$ cat src/rtl/ssd_scan_driver.sv
// ---------------------------------------------------------------------------
// ssd_scan_driver
//   Time-multiplexed driver for a bank of NUM_DIGITS seven-segment digits.
//   One digit is lit per refresh slot of PRESCALE clocks. The displayed
//   value comes from a shadow register that is only updated at a frame
//   boundary, so a scan never shows a mix of old and new digits. Supports
//   per-digit decimal point, leading-zero blanking and per-digit blink.
//
// Ports
//   clk        : system clock
//   rst_n      : synchronous, active-low reset
//   enable     : scan enable; when low, counters hold and outputs go dark
//   value      : packed hex digits, digit i = value[4i+3:4i], digit 0 rightmost
//   load       : request to capture value into the shadow at the next frame
//   dp_mask    : per-digit decimal point enable
//   blank_lz   : suppress leading zeros (digit 0 is always shown)
//   blink_mask : digits that blink with the blink phase
//   segment    : {a,b,c,d,e,f,g}, bit 6 = a
//   dp         : decimal point
//   anode      : one-hot digit select
//   frame_done : one-cycle pulse after the last digit slot of each scan
// ---------------------------------------------------------------------------
module ssd_scan_driver #(
    parameter int NUM_DIGITS     = 4,
    parameter int PRESCALE       = 50000,
    parameter int BLINK_FRAMES   = 64,
    parameter bit SEG_ACTIVE_LOW = 1'b0,
    parameter bit AN_ACTIVE_LOW  = 1'b1
) (
    input  logic                    clk,
    input  logic                    rst_n,
    input  logic                    enable,
    input  logic [4*NUM_DIGITS-1:0] value,
    input  logic                    load,
    input  logic [NUM_DIGITS-1:0]   dp_mask,
    input  logic                    blank_lz,
    input  logic [NUM_DIGITS-1:0]   blink_mask,
    output logic [6:0]              segment,
    output logic                    dp,
    output logic [NUM_DIGITS-1:0]   anode,
    output logic                    frame_done
);

    localparam int PS_W  = (PRESCALE > 1) ? $clog2(PRESCALE) : 1;
    localparam int IDX_W = (NUM_DIGITS > 1) ? $clog2(NUM_DIGITS) : 1;
    localparam int BL_W  = (BLINK_FRAMES > 1) ? $clog2(BLINK_FRAMES) : 1;

    localparam logic [PS_W-1:0]  PS_LAST  = PS_W'(PRESCALE - 1);
    localparam logic [IDX_W-1:0] IDX_LAST = IDX_W'(NUM_DIGITS - 1);
    localparam logic [BL_W-1:0]  BL_LAST  = BL_W'(BLINK_FRAMES - 1);

    // Active-high hex to seven-segment decode, bit 6 = a.
    function automatic logic [6:0] hex_to_seg(input logic [3:0] nib);
        logic [6:0] seg;
        case (nib)
            4'h0: seg = 7'b1111110;
            4'h1: seg = 7'b0110000;
            4'h2: seg = 7'b1101101;
            4'h3: seg = 7'b1111001;
            4'h4: seg = 7'b0110011;
            4'h5: seg = 7'b1011011;
            4'h6: seg = 7'b1011111;
            4'h7: seg = 7'b1110000;
            4'h8: seg = 7'b1111111;
            4'h9: seg = 7'b1110011;
            4'hA: seg = 7'b1110111;
            4'hB: seg = 7'b0011111;
            4'hC: seg = 7'b1001110;
            4'hD: seg = 7'b0111101;
            4'hE: seg = 7'b1001111;
            default: seg = 7'b1000111;
        endcase
        return seg;
    endfunction

    logic [PS_W-1:0]         ps_cnt;
    logic [IDX_W-1:0]        idx;
    logic [4*NUM_DIGITS-1:0] shadow;
    logic                    load_pending;
    logic [BL_W-1:0]         blink_cnt;
    logic                    blink_phase;

    logic                    slot_tc;
    logic                    frame_wrap;
    logic [3:0]              cur_nib;
    logic                    lz_blank;
    logic                    blink_off;
    logic [NUM_DIGITS-1:0]   onehot;
    logic [6:0]              seg_p0;
    logic                    dp_p0;

    logic [6:0]              seg_p1;
    logic                    dp_p1;
    logic [NUM_DIGITS-1:0]   anode_p1;
    logic                    vld_p1;

    assign slot_tc    = enable && (ps_cnt == PS_LAST);
    assign frame_wrap = slot_tc && (idx == IDX_LAST);

    // ---- control: prescaler, digit index, shadow load, blink ----
    always_ff @(posedge clk) begin
        if (!rst_n) begin
            ps_cnt       <= '0;
            idx          <= '0;
            shadow       <= '0;
            load_pending <= 1'b0;
            blink_cnt    <= '0;
            blink_phase  <= 1'b0;
        end else begin
            if (enable) begin
                ps_cnt <= slot_tc ? '0 : ps_cnt + 1'b1;
            end
            if (slot_tc) begin
                idx <= frame_wrap ? '0 : idx + 1'b1;
            end
            // A load arriving on the boundary cycle is honoured immediately;
            // any earlier loads in the frame just keep the request pending.
            if (frame_wrap) begin
                if (load_pending || load) begin
                    shadow <= value;
                end
                load_pending <= 1'b0;
            end else if (load) begin
                load_pending <= 1'b1;
            end
            if (frame_wrap) begin
                if (blink_cnt == BL_LAST) begin
                    blink_cnt   <= '0;
                    blink_phase <= ~blink_phase;
                end else begin
                    blink_cnt <= blink_cnt + 1'b1;
                end
            end
        end
    end

    // ---- p0: digit decode for the current index ----
    always_comb begin
        cur_nib  = shadow[4*int'(idx) +: 4];
        onehot   = NUM_DIGITS'(1) << idx;
        // A digit is a leading zero when it and every digit above it are 0.
        lz_blank = 1'b0;
        if (blank_lz && (idx != '0)) begin
            lz_blank = 1'b1;
            for (int i = 0; i < NUM_DIGITS; i++) begin
                if ((i >= int'(idx)) && (shadow[4*i +: 4] != 4'h0)) begin
                    lz_blank = 1'b0;
                end
            end
        end
        blink_off = blink_phase && blink_mask[idx];
        seg_p0    = (lz_blank || blink_off) ? 7'b0000000 : hex_to_seg(cur_nib);
        dp_p0     = dp_mask[idx] && !blink_off;
    end

    // ---- p1: registered outputs, polarity applied here only ----
    always_ff @(posedge clk) begin
        if (!rst_n) begin
            seg_p1     <= '0;
            dp_p1      <= 1'b0;
            anode_p1   <= '0;
            vld_p1     <= 1'b0;
            frame_done <= 1'b0;
        end else begin
            vld_p1     <= enable;
            seg_p1     <= enable ? seg_p0 : '0;
            dp_p1      <= enable && dp_p0;
            anode_p1   <= enable ? onehot : '0;
            frame_done <= frame_wrap;
        end
    end

    assign segment = seg_p1 ^ {7{SEG_ACTIVE_LOW}};
    assign dp      = dp_p1 ^ SEG_ACTIVE_LOW;
    assign anode   = (vld_p1 ? anode_p1 : '0) ^ {NUM_DIGITS{AN_ACTIVE_LOW}};

endmodule

$ cat config.mk
export PLATFORM = sky130hd
export DESIGN_NAME = ssd_scan_driver
export DESIGN_NICKNAME = d
export VERILOG_FILES = /design/src/rtl/ssd_scan_driver.sv
export SDC_FILE = /design/constraint.sdc
export NUM_CORES = 1
export LEC_CHECK = 0
export CAP_MARGIN = 15
export CORE_AREA = 2 2 77 79
export CTS_CLUSTER_SIZE = 12
export DETAILED_ROUTE_END_ITERATION = 7
export DIE_AREA = 0 0 79 81
export DONT_BUFFER_PORTS = 1
export PLACE_DENSITY = 0.64
export REMOVE_ABC_BUFFERS = 1
export SLEW_MARGIN = 10
export SYNTH_ARGS = -nofsm -noshare
export SYNTH_HDL_FRONTEND = slang
export SYNTH_SLANG_ARGS = --single-unit
$ cat constraint.sdc
create_clock -name clk -period 2.33 [get_ports clk]
set_input_delay 0.233 -clock clk [delete_from_list [all_inputs] [get_ports clk]]
set_output_delay 0.233 -clock clk [all_outputs]
set_load 0.02 [all_outputs]
==> impl.org <==
** Outcome
- Status :: completed

** Synthesis
- Distinct cell type count of the synthesized netlist :: 48
- Summing every instance area after synthesis gives 2779 sq um.
- The synthesized design contains 56 register bits.
- Yosys warnings :: 0
- For this run, the leading register cell type out of synthesis is sky130_fd_sc_hd__dfxtp_1.
- Share of synthesized registers carrying an async set or reset :: 0%
- After synthesis, flip-flops and latches occupy 40.34% of the total area.
- The synthesized design contains 0 enable-type register cells.
- Synthesis produced 299 cells.
- Each instance of the synthesized netlist takes up on average 9.294 sq um.

** Setup path
- The setup check on the worst reg-to-reg path leaves a slack of 250 ps.
- Crit end category :: register
- Data required time of the critical path :: 2510 ps
- Of all nets on the critical path, the largest fanout is 5.
- The number of buffers and inverters on the critical path is 1.
- Traced cell by cell, the critical path runs through mux4_2, inv_1, ha_1, mux2_2, nand2_1, a31oi_1.
- Critical path's top delay family :: multiplexers
- Setup Crit Path Kind :: reg -> reg
- In this run the critical register-to-register path is launched from idx[0]$_SDFFE_PN0P_.
- Measured in cells, the most critical reg-to-reg path has a length of 6.
- The slowest stage of the critical path belongs to the cell sky130_fd_sc_hd__mux4_2.
- Data arrival time of the critical path :: 2270 ps
- The largest single stage delay on the critical path is 570 ps.
- The worst setup path is launched from a register.
- Endpoint of the worst register-to-register path :: segment[3]$_SDFF_PP0_

** CTS
- After clock tree synthesis, the clock-pin slew on the worst setup and hold paths is 100 ps.
- Count of H-tree levels built during CTS :: 2
- Post-CTS Setup Repair Bufs :: 0
- Insertion delay of the later-clocked pin in the worst-skew pair :: 310 ps
- Cell chosen for the clock root :: sky130_fd_sc_hd__clkbuf_8
- Clock tree from TritonCTS :: yes
- Buffer levels on the longest clock path :: 2
- # clock sinks :: 56
- Buffers inserted during clock tree synthesis total 5.

** Worst hold path
- Hold worst-path end :: shadow[1]$_SDFFE_PN0P_
- Number of cells on the worst hold path :: 2
- The startpoint identified for the worst hold timing path is value[1].
- In this run the worst hold path is classified as in -> reg.

** Floorplanning
- The total area inside the core boundary comes to 5675 sq um.
- Row cnt :: 28
- Measured along the x axis, the die boundary spans 79 um.
- Initial standard-cell utilization of the core :: 48.96%
- I/O pin count :: 42
- The floorplan step set the die height to 81 um.
- The die covers 6399 sq um.

** STA
- At the pin with the least slew margin, the transition time is 580.4 ps.
- Slew Viols, Final :: 0
- The clock period could shrink to 2084 ps.
- Highest clock rate :: 479.8 MHz
- Setup violations remaining at the end of the flow were counted as 0.
- In this run the tightest slew margin relative to its limit is 61.05%.
- Adding up every negative setup slack in the final design gives 0 ps.
- Setup repair after global routing left no endpoint under its margin.
- Final Hold Viols :: 0
- Post-route clock period utilization :: 89.46%
- On the final layout, the worst clock skew is 6.374 ps.

** Route
- The detail route stage leaves a number of antenna-violating nets equal to 0.
- Drt first-iter violations :: 62
- Dividing the detail-routed wire length by the instance count gives 14.21 um.
- Post-detailed-routing wire length :: 5285 um
- The final route contains 2,059 vias.
- In the routed layout, each cell is associated on average with a via count of 5.535.
- The pre-antenna-repair detailed-routing pass consisted of 4 iterations.
- In the routed design, unresolved DRC markers number 0.

** Pwr
- Overall power consumption after layout is estimated at 1.656 mW.
- Portion of total power attributed to combinational logic :: 2.2%
- Cell internal power was estimated by the tool at 1.302 mW.
- Net switching is 21.40% of the power.
- The clock network accounts for 38.5% of the total power.
- VDD sags by at most 326.9 uV.
- Summed over all cells, the static leakage comes to 1.064 nW.
- Power spread over the standard cell area amounts to 561.6 nW/um^2.
- Net switching power of the design :: 0.3544 mW
- Register share of total power :: 59.3%

** Final layout
- Of the cells placed in the final design, the portion with a size suffix greater than 1 is 8.754%.
- For this run, the post-layout net count is 337.
- The library cell used most frequently in the layout, excluding fill and tap cells, is sky130_fd_sc_hd__dfxtp_1.
- In the layout the commonest cells are sky130_fd_sc_hd__dfxtp_1 (55), sky130_fd_sc_hd__nand2_1 (50), sky130_fd_sc_hd__mux2i_1 (20), sky130_fd_sc_hd__nor2_1 (17), sky130_fd_sc_hd__a21oi_1 (14).
- Diode count :: 0
- Compared with the post-synthesis result, the final layout area differs by 6.123%.

** GRT
- First-pass GRT wire length :: 8742 um
- The number of antenna violations at the first check in global routing is 0.
- Vias in the first global route :: 1,836
- Global router's overall resource usage :: 17.42%
- Overall overflow remaining after global route :: 0
- Pin count of the biggest net entering global routing :: 39

** Place
- Buffers added on ports :: 0
- Once detailed placement completed, the half-perimeter wirelength came to 3783 um.
- Final weighted congestion in routability-driven placement :: 0.7519

** Flow run
- Max_cap viols :: 0
metal layers:
layer	routed length [um]	GRT usage (%)	vias to the layer above
met1	2616	24.32	965
met4	85	6.897	0
met3	193	4.111	7
met5	0	0	-
li1	-	-	1046
met2	2390	26.10	41
state kept, by name, summed over array words and instances, names as in the netlist:
register and count:
vld_p1 1, ps_cnt 16, shadow 16, anode_p1 4
segment 7, load_pending 1, idx 2, dp 1
frame_done 1, blink_cnt 6, blink_phase 1
how the worst max path moves through the flow:
stage,startpoint,to,slack [ps],depth (start not counted)
2_1_floorplan,idx[0]$_SDFFE_PN0P_,segment[3]$_SDFF_PP0_,140,6
3_3_place_gp,idx[0]$_SDFFE_PN0P_,segment[3]$_SDFF_PP0_,220,6
3_5_place_dp,idx[0]$_SDFFE_PN0P_,segment[3]$_SDFF_PP0_,160,6
4_1_cts,idx[0]$_SDFFE_PN0P_,segment[3]$_SDFF_PP0_,140,6
5_1_grt,idx[0]$_SDFFE_PN0P_,segment[3]$_SDFF_PP0_,110,6
6_report,idx[0]$_SDFFE_PN0P_,segment[3]$_SDFF_PP0_,250,6
final cells by class:
type	instances	area (sq um)
fill	522	2726
clock buffer	5	68.82
sequential	56	1122
multi-input combinational	215	1523
timing repair buffer	5	50.05
inverter	13	48.80
tap	75	93.84
clock inverter	3	42.54
cell families (layout without fill, tap and decap cells):
kind of cell,count (synthesis),count (layout),share of synthesized area (%)
AOI/OAI and AO/OA,40,40,8.870
xor gates and xnor gates,10,10,3.152
adders and majority gates,12,12,5.403
buffers and inverters,28,26,4.863
DFF,56,56,40.34
muxes,27,27,12.88
and+or+nand+nor,126,126,24.49
worst reg2reg max path, delay by kind of cell (launching register included):
| family | cells | cell delay, ps |
|---|---|---|
| flops | 1 | 420 |
| buf+inv | 1 | 170 |
| simple gates | 1 | 60 |
| fa+ha+maj | 1 | 310 |
| compound gates | 1 | 60 |
| mux | 2 | 930 |
timing repair:
item / 4_1_cts / 5_1_grt
setup endpoints to repair: 0 / 1
gates resized for setup: 0 / 1
hold buffers: 0 / 0
power groups by stage:
| stage | clock network [mW] | logic (mW) | registers [mW] |
|---|---|---|---|
| finish | 0.637 | 0.0367 | 0.983 |
| global route | 0.695 | 0.0430 | 0.984 |
| CTS | 0.657 | 0.0375 | 0.983 |
| detailed placement | 0 | 0.0374 | 1.01 |
| global placement | 0 | 0.0361 | 1.00 |
| floorplan | 0 | 0.0294 | 1.00 |
per-stage QoR:
stage / utilization (%) / setup slack, ps / cell area, sq um / std cells / hold WS [ps]
final: 51.96 / 245.6 / 2949 / 372 / 54.33
after global routing: 51.96 / 106.8 / 2949 / 372 / 39.29
after CTS: 51.94 / 135.9 / 2948 / 372 / 40.14
after detailed placement: 49.98 / 162.2 / 2836 / 364 / 385.3
after global placement: 49.98 / 224.1 / 2836 / 364 / 379.0
after floorplan: - / 135.4 / 2693 / 284 / 375.1
synth_stat cells (all sizes together) (5+ instances only):
| cell type | count | area, sq um |
|---|---|---|
| a21oi | 14 | 70.07 |
| a221oi | 5 | 43.79 |
| buf | 7 | 56.30 |
| clkbuf | 8 | 30.03 |
| dfxtp | 56 | 1121 |
| ha | 12 | 150.1 |
| inv | 13 | 48.80 |
| mux2i | 20 | 200.2 |
| mux4 | 6 | 146.4 |
| nand2 | 50 | 187.7 |
| nand3 | 12 | 60.06 |
| nand4 | 5 | 52.55 |
| nor2 | 17 | 63.81 |
| nor3 | 8 | 51.30 |
| o21ai | 11 | 55.05 |
| xnor2 | 5 | 43.79 |
| xor2 | 5 | 43.79 |
No activity file was read; power rests on OpenSTA's default activity.
